===== config.mk =====
export PLATFORM = sky130hd
export DESIGN_NAME = alu_sequencer
export DESIGN_NICKNAME = d
export VERILOG_FILES = /design/src/rtl/alu_pkg.sv /design/src/rtl/regfile4x8.sv /design/src/rtl/alu_sequencer.sv
export SDC_FILE = /design/constraint.sdc
export NUM_CORES = 1
export LEC_CHECK = 0
export ABC_AREA = 1
export BUFFER_PORTS_ARGS = -buffer_cell sky130_fd_sc_hd__buf_2
export CORE_MARGIN = 5
export CORE_UTILIZATION = 60
export DETAILED_ROUTE_END_ITERATION = 8
export HOLD_SLACK_MARGIN = 0.02
export PLACE_DENSITY_LB_ADDON = 0.05
export SYNTH_ARGS = -nofsm -noshare
export SYNTH_HDL_FRONTEND = slang
export SYNTH_SLANG_ARGS = --single-unit

===== constraint.sdc =====
create_clock -name ck -period 4.45 [get_ports ck]
set_input_delay 0 -clock ck [delete_from_list [all_inputs] [get_ports ck]]
set_output_delay 0 -clock ck [all_outputs]
set_load 0.02 [all_outputs]

===== src/rtl/alu_pkg.sv =====
// Shared definitions for the ALU issue stage: op codes, instruction layout, FSM states.
package alu_pkg;

  localparam logic [3:0] CTR_ADD  = 4'b0000;
  localparam logic [3:0] CTR_SUB  = 4'b0001;
  localparam logic [3:0] CTR_AND  = 4'b1000;
  localparam logic [3:0] CTR_OR   = 4'b1001;
  localparam logic [3:0] CTR_XOR  = 4'b1010;
  localparam logic [3:0] CTR_ILL  = 4'b1011;
  localparam logic [3:0] CTR_SHR  = 4'b1100;
  localparam logic [3:0] CTR_SHL  = 4'b1101;
  localparam logic [3:0] CTR_ROTR = 4'b1110;
  localparam logic [3:0] CTR_ROTL = 4'b1111;

  // imm overlaps sa/sb; it is only meaningful when li is set
  localparam int INSTR_LI = 15;
  localparam int CTR_MSB  = 14;
  localparam int CTR_LSB  = 11;
  localparam int DST_MSB  = 10;
  localparam int DST_LSB  = 9;
  localparam int SA_MSB   = 8;
  localparam int SA_LSB   = 7;
  localparam int SB_MSB   = 6;
  localparam int SB_LSB   = 5;
  localparam int IMM_MSB  = 7;
  localparam int IMM_LSB  = 0;

  typedef enum logic [1:0] {
    ST_IDLE = 2'd0,
    ST_S1   = 2'd1,
    ST_S2   = 2'd2,
    ST_S3   = 2'd3
  } state_t;

endpackage


===== src/rtl/regfile4x8.sv =====
// Small register file: one write port, two operand read ports and a debug read port.
module regfile4x8 #(
  parameter int NREG = 4,
  parameter int W    = 8,
  localparam int AW  = $clog2(NREG)
) (
  input  logic          ck,
  input  logic          rst,
  input  logic          we,
  input  logic [AW-1:0] waddr,
  input  logic [W-1:0]  wdata,
  input  logic [AW-1:0] ra_sel,
  output logic [W-1:0]  ra_data,
  input  logic [AW-1:0] rb_sel,
  output logic [W-1:0]  rb_data,
  input  logic [AW-1:0] dbg_sel,
  output logic [W-1:0]  dbg_data
);

  logic [W-1:0] mem_reg [NREG];

  generate
    for (genvar gi = 0; gi < NREG; gi++) begin : g_row
      always_ff @(posedge ck) begin
        if (rst)
          mem_reg[gi] <= '0;
        else if (we && waddr == AW'(gi))
          mem_reg[gi] <= wdata;
      end
    end
  endgenerate

  // Reads are combinational so an op accepted right after a write sees the new value
  assign ra_data  = mem_reg[ra_sel];
  assign rb_data  = mem_reg[rb_sel];
  assign dbg_data = mem_reg[dbg_sel];

endmodule


===== src/rtl/alu_sequencer.sv =====
// Serializing issue stage for the two-register-latency accumulator ALU.
module alu_sequencer
  import alu_pkg::*;
#(
  parameter int NREG = 4,
  parameter int W    = 8
) (
  input  logic         ck,
  input  logic         rst,
  input  logic         in_valid,
  output logic         in_ready,
  input  logic [15:0]  in_instr,
  output logic [W-1:0] alu_a,
  output logic [W-1:0] alu_b,
  output logic [3:0]   alu_ctr,
  input  logic [W-1:0] alu_o,
  output logic         wb_valid,
  output logic [1:0]   wb_dst,
  output logic [W-1:0] wb_data,
  input  logic [1:0]   rd_sel,
  output logic [W-1:0] rd_data,
  output logic         err
);

  state_t state_reg, state_next;
  logic [1:0]   dst_reg;
  logic         accept;
  logic         f_li;
  logic [3:0]   f_ctr;
  logic [1:0]   f_dst, f_sa, f_sb;
  logic [W-1:0] f_imm;
  logic [W-1:0] opa_data, opb_data;
  logic         rf_we;
  logic [1:0]   rf_waddr;
  logic [W-1:0] rf_wdata;
  logic         issue, set_err;

  assign f_li   = in_instr[INSTR_LI];
  assign f_ctr  = in_instr[CTR_MSB:CTR_LSB];
  assign f_dst  = in_instr[DST_MSB:DST_LSB];
  assign f_sa   = in_instr[SA_MSB:SA_LSB];
  assign f_sb   = in_instr[SB_MSB:SB_LSB];
  assign f_imm  = in_instr[IMM_MSB:IMM_LSB];
  assign accept = in_valid && in_ready;

  regfile4x8 #(.NREG(NREG), .W(W)) u_rf (
    .ck       (ck),
    .rst      (rst),
    .we       (rf_we),
    .waddr    (rf_waddr),
    .wdata    (rf_wdata),
    .ra_sel   (f_sa),
    .ra_data  (opa_data),
    .rb_sel   (f_sb),
    .rb_data  (opb_data),
    .dbg_sel  (rd_sel),
    .dbg_data (rd_data)
  );

  always_comb begin
    state_next = state_reg;
    rf_we      = 1'b0;
    rf_waddr   = f_dst;
    rf_wdata   = f_imm;
    issue      = 1'b0;
    set_err    = 1'b0;
    unique case (state_reg)
      ST_IDLE: begin
        if (accept) begin
          if (f_li)
            rf_we = 1'b1;
          else if (f_ctr == CTR_ILL)
            set_err = 1'b1;
          else begin
            issue      = 1'b1;
            state_next = ST_S1;
          end
        end
      end
      ST_S1: state_next = ST_S2;
      ST_S2: state_next = ST_S3;
      // alu_o now reflects the operands issued three edges ago
      ST_S3: begin
        rf_we      = 1'b1;
        rf_waddr   = dst_reg;
        rf_wdata   = alu_o;
        state_next = ST_IDLE;
      end
      default: state_next = ST_IDLE;
    endcase
  end

  always_ff @(posedge ck) begin
    if (rst) begin
      state_reg <= ST_IDLE;
      in_ready  <= 1'b1;
      dst_reg   <= '0;
      alu_a     <= '0;
      alu_b     <= '0;
      alu_ctr   <= '0;
      wb_valid  <= 1'b0;
      wb_dst    <= '0;
      wb_data   <= '0;
      err       <= 1'b0;
    end else begin
      state_reg <= state_next;
      in_ready  <= (state_next == ST_IDLE);
      wb_valid  <= rf_we;
      if (rf_we) begin
        wb_dst  <= rf_waddr;
        wb_data <= rf_wdata;
      end
      if (issue) begin
        alu_a   <= opa_data;
        alu_b   <= opb_data;
        alu_ctr <= f_ctr;
        dst_reg <= f_dst;
      end
      if (set_err)
        err <= 1'b1;
    end
  end

endmodule


==> impl_results.md <==
* Power Dens Cells at 490 mW/mm^2
* Clock Path Buffers at 2
* CP peak stage delay at 0.89 ns
* Sequential share of the synthesized area at 0.467
* Startpoint Class: register
* Drt initial violations at 177
* Nets at 580
* Tcrit/Tclk final at 0.615
* Largest register FFs at 32
* Cells after DPL at 601
* TritonCTS clock tree: done
* Req. time, crit path at 4.42 ns
* Root Buffer: clkbuf_8
* First-pass GRT wire length at 14400 microns
* LEAKAGE at 2.02 nW
* Final TNS setup at 0 ns
* Mapped Nets at 517
* GRT Resource Usage Total at 0.243
* Setup slack, reg-to-reg at 1.71 ns
* Diodes inserted at 0
* # hold bufs at CTS at 9
* Fin Clk Skew at 0.00980 ns
* Class of the worst hold path: input pin to register
* Fin crit period at 2.74 ns
* Clock latency on the worst-skew pair at 0.35 ns
* WL/cell at 14.1 microns
* Core ar. at 0.00592 sq mm
* Final setup viols at 0
* Drt via density at 5.33
* Aggregate global routing overflow at 0
* Synth Register Bits at 69
* Slew Viols, Final at 0
* Vias at 3338
* I/O Buffers at 69
* Final wirelength at 8820 microns
* Register cell area after layout at 0.00170 sq mm
* Unrepaired setup endpoints after global routing: no
* Initial antenna violation count at 0
* Setup Crit Path Kind: register to register
* Setup Fix Bufs, Post-CTS at 0
* Die height at 87.9 microns
* IO Pins at 70
* Clk sink count at 69
* CP bufs+invs at 1
* Final core utilization at 0.717
* Worst setup EP type: register
* Syn Area/Cell at 7.54 sq um
* DR DRC count at 0
* RePlAce Congestion at 0.944
* CTS buffer count at 9
* PostCTS Resize Cnt at 0
* Most frequent cells in the layout: 118 x nand2_1, 92 x nor2_1, 69 x buf_2
* Hpwl dp at 6440 microns
* Synthesized cell area at 0.00364 sq mm
* Slowest CP cell: o21ai_0
* Chip Width at 87.9 microns
* Most common cell after layout, fill and taps aside: nand2_1
* TritonRoute pass-1 iters at 5
* Max_slew headroom at 0.274
* Fmax at 0.365 GHz
* CP cell instances: inv_1 > ha_1 > nand2_1 > o21ai_4 > nand3_1 > o21ai_0
* Max-cap violations at 0
* Area of the multi-input gates at 0.00161 sq mm
* Fillers at 497
* Outcome: finished, final reports clean
* Cell count after synthesis at 483
* H-tree Lvls at 3
* Largest net degree at the start of global routing at 38
* Fin cells at 626
* Final hold slack at 0.0701 ns
* Routed Antenna Nets at 0
* Worst-Margin Slew at 1.08 ns
* Final Hold Fails at 0
* Cell variety after synth at 24
* Initial Util at 0.615
* Worst Path Max Fanout at 25
* Worst EP arrival at 2.71 ns
* Clock Pin Slew Worst Setup and Hold Paths at 0.09 ns
* Vias in the first global route at 3111
* Area Growth Syn to Fin at 16.5%
* Warnings from Yosys at 0
* Delay-heaviest family, CP: compound AO/OA/AOI/OAI gates
* Fraction of final layout cells sized beyond drive strength 1 at 0.196
* # rows at 28
* Maximum vdd drop at 579 uV
* Die area at 0.00773 sq mm
-- cell usage after synthesis --
master / number / area share
a21oi_1: 37 / 0.051
a31oi_1: 1 / 0.0017
buf_2: 17 / 0.023
buf_4: 3 / 0.0062
buf_6: 1 / 0.0031
clkbuf_1: 6 / 0.0062
clkinv_1: 1 / 0.0010
dfxtp_1: 37 / 0.20
edfxtp_1: 32 / 0.26
ha_1: 5 / 0.017
inv_1: 46 / 0.047
inv_2: 3 / 0.0031
nand2_1: 118 / 0.12
nand2_2: 2 / 0.0034
nand3_1: 12 / 0.016
nand4_2: 4 / 0.014
nor2_1: 92 / 0.095
nor2_2: 1 / 0.0017
o211ai_1: 32 / 0.066
o21ai_0: 15 / 0.021
o21ai_1: 6 / 0.0082
o21ai_2: 4 / 0.0096
o21ai_4: 1 / 0.0045
or2_2: 7 / 0.012
-- per-stage QoR --
step | power, mW | area, sq um | setup WS [ns]
2_1_floorplan | 1.38 | 3640 | 2.38
3_3_place_gp | 1.53 | 3950 | 1.88
3_5_place_dp | 1.54 | 3950 | 1.76
4_1_cts | 2.08 | 4240 | 1.76
5_1_grt | 2.21 | 4240 | 1.46
6_report | 2.08 | 4240 | 1.71
-- final cells by class --
type / instances / share of cell area
flip-flops and latches: 69 / 0.401
multi-input cells: 337 / 0.380
repair buffers: 79 / 0.104
inverters: 50 / 0.0442
clock buffers: 9 / 0.0292
well taps: 75 / 0.0221
clock inverters: 7 / 0.0195
-- final timing paths --
| path | to | cells after the start | startpoint |
|---|---|---|---|
| min reg2reg | alu_ctr[2] | 2 | alu_ctr[2] |
| min | state_reg[0] | 6 | in_instr[15] |
| max | u_rf.mem_reg[0][2] | 6 | state_reg[0] |
| max reg2reg | u_rf.mem_reg[0][2] | 6 | state_reg[0] |
-- cells by family after synthesis --
| logic type | count (synthesis) | synth area share |
|---|---|---|
| flip-flops | 69 | 0.467 |
| adder cells (fa/ha/maj) | 5 | 0.0172 |
| AND/OR/NAND/NOR | 236 | 0.264 |
| AO/OA/AOI/OAI | 96 | 0.161 |
| buffers and inverters | 77 | 0.0903 |
-- power by group --
group	total [mW]	internal, mW	switching [mW]	leakage (nW)
Clock	0.541	0.267	0.274	0.0984
Combinational	0.695	0.217	0.477	1.29
Sequential	0.843	0.781	0.0618	0.635
-- worst register-to-register path, stage by stage, from the launching register on --
cell and delay, ns:
dfxtp_1 0.32, inv_1 0.15, ha_1 0.19, nand2_1 0.09, o21ai_4 0.49, nand3_1 0.22
o21ai_0 0.89
-- metal layers --
metal  wire length, microns  global-route usage
met3                    447              0.0367
met4                    255               0.121
met1                   3620               0.282
met5                      0                   0
met2                   4490               0.433
No activity file was read; power rests on OpenSTA's default activity.
